[config.mk]
export PLATFORM = sky130hd
export DESIGN_NAME = oscillator_bank
export DESIGN_NICKNAME = d
export VERILOG_FILES = /design/src/rtl/oscillator_bank.sv
export SDC_FILE = /design/constraint.sdc
export NUM_CORES = 1
export LEC_CHECK = 0
export BUFFER_PORTS_ARGS = -buffer_cell sky130_fd_sc_hd__buf_4
export CORE_UTILIZATION = 37
export CTS_CLUSTER_DIAMETER = 30
export DETAILED_ROUTE_END_ITERATION = 7
export PLACE_DENSITY = 0.62
export REMOVE_ABC_BUFFERS = 1
export SYNTH_ARGS = -nofsm -noshare
export SYNTH_HDL_FRONTEND = slang
export SYNTH_SLANG_ARGS = --single-unit
[constraint.sdc]
create_clock -name sample_clock -period 30.6 [get_ports sample_clock]
set_input_delay 7.65 -clock sample_clock [delete_from_list [all_inputs] [get_ports sample_clock]]
set_output_delay 7.65 -clock sample_clock [all_outputs]
set_load 0.02 [all_outputs]
[src/rtl/oscillator_bank.sv]
// Time-multiplexed oscillator bank: NVOICES voices mixed into one offset-binary sample per frame.
// Optional noise waveform (LFSR) is built only when OSCILLATOR_BANK_NOISE_EN is defined.
module oscillator_bank #(
    parameter int NVOICES     = 4,
    parameter int BITDEPTH    = 14,
    parameter int BITFRACTION = 8
) (
    input  logic                       sample_clock,
    input  logic                       rst,
    input  logic                       sample_tick,
    input  logic                       cfg_we,
    input  logic [$clog2(NVOICES)-1:0] cfg_voice,
    input  logic [1:0]                 cfg_sel,
    input  logic [15:0]                cfg_data,
    output logic [BITDEPTH-1:0]        out,
    output logic                       out_valid,
    output logic                       busy,
    output logic                       overrun
);

    // state  | meaning
    // IDLE   | waiting for sample_tick
    // RUN    | one voice per cycle, accumulating the mix
    // FINISH | saturate the mix and register out

    localparam int PW = BITDEPTH + BITFRACTION;
    localparam int VW = $clog2(NVOICES);
    localparam int AW = BITDEPTH + VW + 1;
    localparam int MW = BITDEPTH + 10;

    localparam logic [BITDEPTH-1:0]        MID_V  = {1'b1, {(BITDEPTH-1){1'b0}}};
    localparam logic [BITDEPTH-1:0]        MAX_V  = '1;
    localparam logic [BITDEPTH-1:0]        PW_RST = BITDEPTH'(1) << (BITDEPTH - 4);
    localparam logic signed [AW-1:0]       SAT_HI = AW'((1 << (BITDEPTH - 1)) - 1);
    localparam logic signed [AW-1:0]       SAT_LO = ~SAT_HI;

    typedef enum logic [1:0] {S_IDLE, S_RUN, S_FINISH} state_t;

    state_t state, state_nxt;
    logic [VW-1:0] voice;

    logic [PW-1:0]       phase [NVOICES];
    logic [NVOICES-1:0]  sub;
    logic [15:0]         incr  [NVOICES];
    logic [2:0]          wave  [NVOICES];
    logic [BITDEPTH-1:0] pw    [NVOICES];
    logic [7:0]          gain  [NVOICES];
    logic signed [AW-1:0] acc;

    logic [PW-1:0]              cur_phase;
    logic [PW:0]                phase_sum;
    logic [BITDEPTH-1:0]        top, tri_bits, voice_val, voice_s;
    logic [9:0]                 gain_p1;
    logic [MW-1:0]              product;
    logic signed [BITDEPTH-1:0] term;
    logic signed [BITDEPTH-1:0] sat;
    logic                       unused_product_bits;

`ifdef OSCILLATOR_BANK_NOISE_EN
    logic [15:0] lfsr;

    always_ff @(posedge sample_clock or negedge rst) begin
        if (!rst) begin
            lfsr <= 16'hACE1;
        end else if (state == S_RUN && wave[voice] == 3'd6) begin
            lfsr <= {lfsr[14:0], lfsr[15] ^ lfsr[13] ^ lfsr[12] ^ lfsr[10]};
        end
    end
`endif

    always_ff @(posedge sample_clock or negedge rst) begin
        if (!rst) state <= S_IDLE;
        else      state <= state_nxt;
    end

    always_comb begin
        state_nxt = state;
        case (state)
            S_IDLE:   if (sample_tick) state_nxt = S_RUN;
            S_RUN:    if (voice == VW'(NVOICES - 1)) state_nxt = S_FINISH;
            S_FINISH: state_nxt = S_IDLE;
            default:  state_nxt = S_IDLE;
        endcase
    end

    assign busy = (state != S_IDLE);

    always_comb begin
        cur_phase = phase[voice];
        phase_sum = {1'b0, cur_phase} + {{(PW - 15){1'b0}}, incr[voice]};
        top       = cur_phase[PW-1 -: BITDEPTH];
        tri_bits  = cur_phase[PW-2 -: BITDEPTH];
        case (wave[voice])
            3'd1:    voice_val = top;
            3'd2:    voice_val = cur_phase[PW-1] ? ~tri_bits : tri_bits;
            3'd3:    voice_val = cur_phase[PW-1] ? MAX_V : '0;
            3'd4:    voice_val = (top < pw[voice]) ? MAX_V : '0;
            3'd5:    voice_val = sub[voice] ? MAX_V : '0;
`ifdef OSCILLATOR_BANK_NOISE_EN
            3'd6:    voice_val = lfsr[15 -: BITDEPTH];
`endif
            default: voice_val = MID_V;
        endcase
        voice_s = {~voice_val[BITDEPTH-1], voice_val[BITDEPTH-2:0]};
        gain_p1 = {2'b00, gain[voice]} + 10'd1;
        // Sign-extended operands so the low MW bits of an unsigned multiply are the signed product.
        product = {{10{voice_s[BITDEPTH-1]}}, voice_s} * {{BITDEPTH{1'b0}}, gain_p1};
        term    = product[BITDEPTH+7 -: BITDEPTH];
    end

    assign unused_product_bits = ^{product[MW-1 -: 2], product[7:0]};

    always_comb begin
        if (acc > SAT_HI)      sat = {1'b0, {(BITDEPTH-1){1'b1}}};
        else if (acc < SAT_LO) sat = {1'b1, {(BITDEPTH-1){1'b0}}};
        else                   sat = acc[BITDEPTH-1:0];
    end

    always_ff @(posedge sample_clock or negedge rst) begin
        if (!rst) begin
            for (int i = 0; i < NVOICES; i++) begin
                phase[i] <= '0;
                incr[i]  <= '0;
                wave[i]  <= '0;
                pw[i]    <= PW_RST;
                gain[i]  <= 8'hFF;
            end
            sub       <= '0;
            acc       <= '0;
            voice     <= '0;
            out       <= MID_V;
            out_valid <= 1'b0;
            overrun   <= 1'b0;
        end else begin
            out_valid <= 1'b0;
            overrun   <= sample_tick && (state != S_IDLE);
            if (cfg_we && int'(cfg_voice) < NVOICES) begin
                case (cfg_sel)
                    2'd0:    incr[cfg_voice] <= cfg_data;
                    2'd1:    wave[cfg_voice] <= cfg_data[2:0];
                    2'd2:    pw[cfg_voice]   <= cfg_data[BITDEPTH-1:0];
                    default: gain[cfg_voice] <= cfg_data[7:0];
                endcase
            end
            case (state)
                S_IDLE: begin
                    voice <= '0;
                    if (sample_tick) acc <= '0;
                end
                S_RUN: begin
                    phase[voice] <= phase_sum[PW-1:0];
                    if (phase_sum[PW]) sub[voice] <= ~sub[voice];
                    acc   <= acc + $signed({{(AW - BITDEPTH){term[BITDEPTH-1]}}, term});
                    voice <= (voice == VW'(NVOICES - 1)) ? '0 : voice + 1'b1;
                end
                S_FINISH: begin
                    out       <= {~sat[BITDEPTH-1], sat[BITDEPTH-2:0]};
                    out_valid <= 1'b1;
                end
                default: ;
            endcase
        end
    end

endmodule

# Word level (Yosys, flattened, before mapping)
# Cells that the tools add are included.
[totals]
regBits = 293
input_bits = 24
[classes]
n_addsub = 4
multipliers = 1
order_cmp = 9
n_eq_ne = 12
muxes = 50
bitwise_logic = 7
reduce_logical = 16
[op_table]
columns = ["op", "count"]
rows = [
  ["two-way mux 14 bit", 9],
  ["bitwise mux 88 bit", 1],
  ["case mux 14 bit (5 select lines)", 1],
  ["two-way mux 22 bit", 3],
  ["bitwise mux 64 bit", 1],
  ["bitwise mux 56 bit", 1],
  ["two-way mux 16 bit", 3],
  ["binary-select mux 22 bit (select 2 bit)", 1],
  ["demux 22 bit (select 2 bit)", 1],
  ["case mux 17 bit (2 select lines)", 1],
  ["binary-select mux 16 bit (select 2 bit)", 1],
  ["bitwise mux 32 bit", 1],
  ["demux 16 bit (select 2 bit)", 1],
  ["binary-select mux 14 bit (select 2 bit)", 1],
  ["demux 14 bit (select 2 bit)", 1],
  ["two-way mux 8 bit", 3],
  ["adder 22 x 16 -> 23 bit", 1],
  ["multiplier 14 x 10 -> 22 bit", 1],
  ["adder 17 x 14 -> 17 bit", 1],
  ["> comparator 17 x 14 -> 1 bit, second input constant", 1],
  ["< comparator 17 x 14 -> 1 bit, second input constant", 1],
  ["two-way mux 17 bit", 1],
  ["binary-select mux 8 bit (select 2 bit)", 1],
  ["demux 8 bit (select 2 bit)", 1],
  ["other kinds (31)", 61],
]

# Logic depth before layout (Yosys ltp)
# Gate-level depths: netlist of the first run.
[logic_depth]
depth_word = 11
mapped_depth = 46
depth_no_buf = 40

# Worst setup path before layout of the first run
# OpenSTA, ideal clock, no wires.
[synth_timing]
path_kind = "register to register"
from = "register voice[0]"
to = "register acc[15]"
setup_time_ps = 69
arrival_ps = 10256
required_time_ps = 30531
setup_slack_ps = 20275
stages_incl_launch_ff = 45
synth_period_minus_slack_ps = 10325
path_cell_list = "dfrtp_1 > buf_6 > buf_6 > buf_4 > buf_2 > buf_1 > mux4_2 > inv_1 > ha_1 > and3_1 > o211ai_1 > o211ai_1 > a211o_1 > nand2_1 > clkbuf_1 > a221oi_1 > inv_1 > nand2_1 > [9 not listed] > inv_1 > ha_1 > nand4_1 > o31ai_1 > a21oi_1 > o21bai_1 > xor2_1 > ha_1 > inv_1 > o21bai_1 > a21oi_1 > nor2_1 > o21a_1 > o31a_1 > o41ai_1 > o21ai_0 > or3_1 > nand3_1"
[synth_between]
elab_chain_len = 11
elab_cells_between_ends = 32
[synth_lines]
columns = ["item", "line_no", "rtl"]
rows = [
  ["start, declared", "40", "logic [VW-1:0] voice;"],
  ["start signal, assigned", "154", "voice <= (voice == VW'(NVOICES - 1)) ? '0 : voice + 1'b1;"],
  ["NOT 2 -> 3 bit (implied by the code)", "--", ""],
  ["binary-select mux 22 bit (select 2 bit) / binary-select mux 14 bit (select 2 bit) (equally long branches)", "89, 97", ""],
  ["two-way mux 22 bit (implied by the code) / two-way mux 14 bit (equally long branches) (2 in a row)", "89, 97", ""],
  ["< comparator 14 bit / NOT 14 bit (equally long branches)", "97, 95", ""],
  ["two-way mux 14 bit, on equally long branches", "97, 95", ""],
  ["case mux 14 bit (5 select lines)", "93", "case (wave[voice])"],
  ["NOT 1 bit", "104", "voice_s = {~voice_val[BITDEPTH-1], voice_val[BITDEPTH-2:0]};"],
  ["multiplier 14 x 10 -> 22 bit (*)", "107", "product = {{10{voice_s[BITDEPTH-1]}}, voice_s} * {{BITDEPTH{1'b0}}, gain_p1};"],
  ["adder 17 x 14 -> 17 bit (*)", "153", "acc <= acc + $signed({{(AW - BITDEPTH){term[BITDEPTH-1]}}, term});"],
  ["case mux 17 bit (2 select lines) (*)", "145", "case (state)"],
  ["end signal, assigned", "153", ""],
  ["end, declared", "48", "logic signed [AW-1:0] acc;"],
]
# Mark *: on every way between the ends. The rest lies on a longest branch, timed or not. The select of a mux whose other input is x is not followed.
# A chain may end at the register's enable or synchronous reset.

# Worst setup path after layout of the first run
# Same ends and word-level chain as after synthesis.

==> results of run 1 <==
-- through the flow --
step	instances	worst slack, ns
after floorplan	1645	18.97
after global placement	2374	19.27
after detailed placement	2374	19.03
after CTS	2495	18.99
after global routing	2495	18.05
final	2495	19.00
-- layer usage --
| metal | vias up | share of wire, % | routed length (µm) |
|---|---|---|---|
| met5 | - | 0 | 0 |
| met4 | 0 | 2.5 | 1086 |
| met3 | 65 | 4.9 | 2145 |
| met2 | 317 | 45 | 19530 |
| met1 | 6509 | 48 | 20730 |
| li1 | 6046 | - | - |
-- worst max path at each step --
stage,startpoint,to,depth (start not counted)
floorplan,voice[0],acc[15],36
global placement,voice[0],acc[15],37
detailed placement,voice[0],acc[15],37
CTS,voice[0],acc[15],37
global route,voice[0],acc[15],37
finish,voice[0],acc[15],37
-- state kept, by name, indices dropped and copies added (netlist names) --
signal	cells
voice	2
sub	4
phase	88
out_valid	1
pw	56
gain	32
acc	17
state	2
out	14
overrun	1
incr	64
wave	12
-- cells in the mapped netlist, drive strengths merged, types with 3 or more instances --
library cell / instances / area [µm²]
ha: 98 / 1226
a21oi: 49 / 260.3
nor2: 102 / 382.9
nand2: 192 / 720.7
and2: 6 / 40.04
a211o: 5 / 43.79
o211ai: 11 / 87.58
a31oi: 8 / 50.05
inv: 170 / 638.1
dfstp: 37 / 972.2
clkbuf: 63 / 236.5
nor4: 3 / 18.77
or2: 9 / 56.30
mux2: 168 / 1892
and4: 5 / 43.79
a21o: 15 / 112.6
xor2: 33 / 289.0
o21a: 4 / 31.28
o21ai: 117 / 585.6
dfrtp: 256 / 6406
nand3: 15 / 75.07
nand2b: 27 / 168.9
buf: 13 / 71.32
nor3b: 3 / 33.78
a221oi: 13 / 113.9
o31ai: 7 / 52.55
and3: 8 / 50.05
a211oi: 3 / 22.52
o21bai: 8 / 60.06
xnor2: 34 / 297.8
nand4: 10 / 62.56
fa: 102 / 2042
mux4: 64 / 1441
nor2b: 12 / 75.07
a221o: 5 / 50.05
or3: 7 / 43.79
nor3: 13 / 65.06
a22o: 4 / 35.03
-- kinds of logic after synthesis --
family / synth area share (%)
AO/OA/AOI/OAI: 8.693
XOR/XNOR: 3.079
adder cells (fa/ha/maj): 17.15
buffers and inverters: 4.964
flip-flops: 38.72
multiplexers: 17.49
AND/OR/NAND/NOR: 9.901
-- critical path: cells and delay by family, from the launching register on --
kind | cells | cell delay, ns
flops | 1 | 0.72
simple gates | 7 | 1.42
buf+inv | 5 | 1.17
fa+ha+maj | 8 | 3.18
compound gates | 16 | 4.33
mux | 1 | 0.68
-- final cells by class --
cell class | count | area [µm²]
Clock buffer | 81 | 1799
Timing Repair Buffer | 57 | 447.9
Inverter | 170 | 638.1
Tap cell | 672 | 840.8
Sequential cell | 293 | 7383
Clock inverter | 40 | 656.9
Fill cell | 4633 | 27980
Multi-Input combinational cell | 1182 | 10730
==> metrics.csv, run 1 <==
stage;metric;value;unit
worst_setup_path;worst-path fanout max;45;
clocking;Worst-Skew Late Latency;0.59;ns
finish;Area Overhead vs Synth;18.06;%
finish;most frequent cells in the layout;dfrtp_1 (254), nand2_1 (192), inv_1 (170), mux2_2 (168), o21ai_0 (116);
clocking;TritonCTS clock tree;done;
drt;WL/cell;17.43;µm
drt;Final ANT Viol Nets;0;
place;Detailed Place HPWL;30.45;mm
worst_setup_path;R2R Setup Slk;19.00;ns
sta;hold_ws;0.4587;ns
logic_synthesis;Syn. warnings;0;
hold_path;Worst Hold Launch;out[12];
sta;final hold violations;0;
global_routing;met1 Usage GRT;23.80;%
drt;1st-pass router iterations;7;
hold_path;type of the worst min-delay path;reg -> reg;
global_routing;met3 usage;4.042;%
hold_path;hold endpoint;out[12];
die;number of I/O pins;41;
global_routing;grt total ovfl;0;
sta;total negative setup slack;0;ns
worst_setup_path;WP data required;31.12;ns
worst_setup_path;Crit Path Class;reg -> reg;
finish;layout cells sized above 1;25.23;%
worst_setup_path;slowest stage cell on the critical path;a221oi_1;
worst_setup_path;Worst R2R Start;voice[0];
worst_setup_path;critical path data arrival time;12.12;ns
die;die width;228.9;µm
worst_setup_path;RR Endpoint;acc[15];
clocking;Num Clock Sinks;293;
sta;top achievable clock speed;86.18;MHz
clocking;hold_buf cts;0;
global_routing;Total GRT Usage;17.18;%
global_routing;met2 Usage GRT;26.31;%
logic_synthesis;register area share after synthesis;38.72;%
place;# port buffers;40;
flow_run;Max-cap violations;0;
logic_synthesis;Top FF cell, synth;dfrtp_1;
sta;Min Clock Period, post-route;11.60;ns
global_routing;gr busiest metal;met2;
logic_synthesis;synthesized flop and latch total;293;
drt;Via-to-Cell Ratio;5.185;
global_routing;vias in the first global route;13410;
drt;Post-route DRC;0;
sta;Max Slew Vio Count;0;
clocking;H-Tree Depth;3;
place;placed cell areas;20040;µm²
die;Die Ht;228.9;µm
drt;routed vias;12940;
worst_setup_path;crit end category;flop;
drt;initial drt markers;839;
clocking;PostCTS Resize Cnt;0;
die;Die Area;52410;µm²
finish;nets;1994;
global_routing;initial antenna violation count;0;
clocking;TritonCTS Buffers;66;
sta;Worst Tran Pin Value;1.194;ns
die;placement row count;82;
logic_synthesis;Syn Inst Count;1721;
die;Initial Util;37.75;%
finish;post-layout util;44.57;%
finish;diodes inserted;0;
hold_path;Min-Delay Path Depth;2;
die;Core ar.;50480;µm²
sta;Setup Viol. Count Final;0;
clocking;register clock-pin slew on the reported worst setup and hold paths;0.04;ns
clocking;clock buffer depth;3;
logic_synthesis;library cells used by synthesis;65;
sta;Clock Skews;0.03698;ns
worst_setup_path;reg2reg path depth;37;
global_routing;largest net degree at the start of global routing;178;
sta;RSZ-0062 raised after global routing;false;
logic_synthesis;Async SR Flop Fraction;100.0;%
logic_synthesis;mapped cell area;19060;µm²
run_status;status;complete, no violations;
clocking;Root Buffer;clkbuf_16;
finish;most common cell after layout, fill and taps aside;dfrtp_1;
logic_synthesis;Post-synth EDFFs;0;
clocking;postcts setup bufs;0;
logic_synthesis;Mean Syn Cell Area;11.07;µm²
drt;routed wire length;43.49;mm
finish;final instance area;22500;µm²
global_routing;first-pass GRT wire length;71.51;mm
worst_setup_path;startpoint types;flop;
sta;fin crit share;37.92;%
worst_setup_path;slowest cell delay on critical path;0.96;ns
place;routability cong.;0.8729;
sta;max_slew headroom;20.41;%
Power of run 1 is not shown: default switching activity piles up to over one toggle a cycle in this logic, so the estimate is an artifact.
==> run 2: changes to the inputs <==
- clock period: 30.6 -> 10.8 ns (I/O delays scaled with it)
==> run 2 against run 1 <==
Global-route usage rose by 0.40 points. Wire length up 2.8%. Register-to-register slack lost 18 ns. Sequential cell count did not move. Critical path depth rose by 3. Cell area increased by 2.0%.
==> metrics.csv, run 2 (synthesized netlist as in run 1, its figures left out) <==
stage;metric;value;unit;change
run_status;status;complete, no violations;;
sta;final hold violations;0;;unchanged
worst_setup_path;critical path data arrival time;10.46;ns;-1.66 ns
finish;nets;2033;;+2.0%
place;Placement Setup Slack;0.3701;ns;-18.66 ns
clocking;TritonCTS Buffers;73;;+11%
finish;Register Area;7386;µm²;about the same
worst_setup_path;Worst path most repeated cell;inv_1;;
sta;Worst Tran Pin Value;1.117;ns;-0.07694 ns
finish;layout cells sized above 1;27.07;%;+1.8 points
finish;most common cell after layout, fill and taps aside;dfrtp_1;;
worst_setup_path;startpoint types;flop;;
worst_setup_path;crit end category;flop;;
sta;total negative setup slack;0;ns;unchanged
worst_setup_path;Critical path buffers and inverters;9;;+4
finish;Largest register FFs;88;;unchanged
drt;Via-to-Cell Ratio;5.138;;-0.91%
global_routing;grt total ovfl;0;;unchanged
worst_setup_path;Crit Path Class;reg -> reg;;
worst_setup_path;Worst R2R Start;voice[0];;
die;number of I/O pins;41;;unchanged
die;Die Ht;228.9;µm;unchanged
sta;fin crit share;92.58;%;+55 points
finish;Multi-input gate area;10750;µm²;+0.13%
clocking;Num Clock Sinks;293;;unchanged
drt;1st-pass router iterations;5;;-2
worst_setup_path;worst-path fanout max;15;;-67%
die;Initial Util;37.75;%;unchanged
clocking;H-Tree Depth;3;;unchanged
finish;Non-Filler Instances;2541;;+1.8%
worst_setup_path;critical path's top delay family;adder cells;;
hold_path;Min-Delay Path Depth;2;;unchanged
drt;routed wire length;44.71;mm;+2.8%
global_routing;largest net degree at the start of global routing;166;;-6.7%
worst_setup_path;Worst path depth;40;;+8.1%
drt;initial drt markers;876;;+4.4%
die;placement row count;82;;unchanged
clocking;register clock-pin slew on the reported worst setup and hold paths;0.04;ns;about the same
drt;Post-route DRC;0;;unchanged
worst_setup_path;slowest stage cell on the critical path;mux4_2;;
hold_path;Worst Hold Launch;out[9];;
worst_setup_path;CP startpoint;voice[0];;
finish;biggest regs;phase: 88 flops, incr: 64 flops, pw: 56 flops;;
hold_path;type of the worst min-delay path;reg -> reg;;
flow_run;Max-cap violations;0;;unchanged
sta;Setup Viol. Count Final;0;;unchanged
clocking;TritonCTS clock tree;done;;
sta;RSZ-0062 raised after global routing;false;;
global_routing;Total GRT Usage;17.59;%;+0.40 points
place;routability cong.;0.8966;;+2.7%
global_routing;met2 Usage GRT;28.29;%;+2.0 points
sta;Max Slew Vio Count;0;;unchanged
sta;top achievable clock speed;100.0;MHz;+16%
die;die width;228.9;µm;unchanged
finish;largest register by flop count;phase;;
sta;Clock Skews;0.03948;ns;+0.002501 ns
sta;Min Clock Period, post-route;9.998;ns;-1.606 ns
global_routing;met3 usage;2.944;%;-1.1 points
worst_setup_path;reg2reg path depth;40;;+8.1%
clocking;clock buffer depth;3;;unchanged
finish;diodes inserted;0;;unchanged
finish;Area Overhead vs Synth;20.37;%;
global_routing;gr busiest metal;met2;;
drt;Final ANT Viol Nets;0;;unchanged
sta;setup ws final;0.8018;ns;-18.19 ns
clocking;Worst-Skew Late Latency;0.60;ns;about the same
hold_path;hold endpoint;out[9];;
die;Core ar.;50480;µm²;unchanged
finish;fillers;4615;;-0.39%
place;Placed Cells;2401;;+1.1%
global_routing;vias in the first global route;13680;;+2.0%
clocking;Root Buffer;clkbuf_16;;
worst_setup_path;R2R Setup Slk;0.80;ns;-18.19 ns
global_routing;initial antenna violation count;0;;unchanged
global_routing;first-pass GRT wire length;73.48;mm;+2.8%
worst_setup_path;RR Endpoint;acc[16];;
sta;max_slew headroom;25.54;%;+5.1 points
worst_setup_path;WP data required;11.26;ns;-19.86 ns
place;Detailed Place HPWL;31.56;mm;+3.7%
die;Die Area;52410;µm²;unchanged
worst_setup_path;slowest cell delay on critical path;0.64;ns;-0.32 ns
drt;WL/cell;17.60;µm;+0.96%
global_routing;met1 Usage GRT;24.18;%;+0.38 points
drt;routed vias;13060;;+0.92%
finish;most frequent cells in the layout;dfrtp_1 (254), nand2_1 (192), inv_1 (170), mux2_2 (168), o21ai_0 (116);;
place;# port buffers;40;;unchanged
## run 2: layer usage
layer | vias up | wire (µm)
met5 | - | 0
met4 | 0 | 872
met3 | 65 | 1819
met2 | 273 | 21190
met1 | 6581 | 20830
li1 | 6137 | -
## run 2: timing repair
action | in CTS | in global routing
setup buffers | 0 | 5
resized for setup | 0 | 3
hold buffers | 0 | 0
setup endpoints to repair | 0 | 3
## run 2: worst min-delay path, stage by stage (launching register included)
cell	delay (ns)
dfrtp_1	0.33
nand2_1	0.05
nand2_1	0.05
## run 2: worst max-delay path by stage
stage               to
2_1_floorplan  acc[15]
3_3_place_gp   acc[15]
3_5_place_dp   acc[15]
4_1_cts        acc[15]
5_1_grt        acc[16]
6_report       acc[16]
## run 2: final cells by class
cell class                      instances  area share (%)
Tap cell                              672           3.666
Timing Repair Buffer                   89           3.109
Clock buffer                           97           9.060
Sequential cell                       293           32.20
Inverter                              170           2.782
Clock inverter                         38           2.340
Multi-Input combinational cell       1182           46.84
## run 2: stage by stage
step / hold slack, ns / instance area [µm²] / util (%)
final: 0.4619 / 22940 / 45.44
after global routing: 0.4783 / 22940 / 45.44
after CTS: 0.4685 / 22860 / 45.29
after detailed placement: 0.4591 / 20240 / 40.11
after global placement: 0.4518 / 20240 / 40.11
after floorplan: 0.4446 / 18750 / -
Power of run 2 is left out for the same reason.
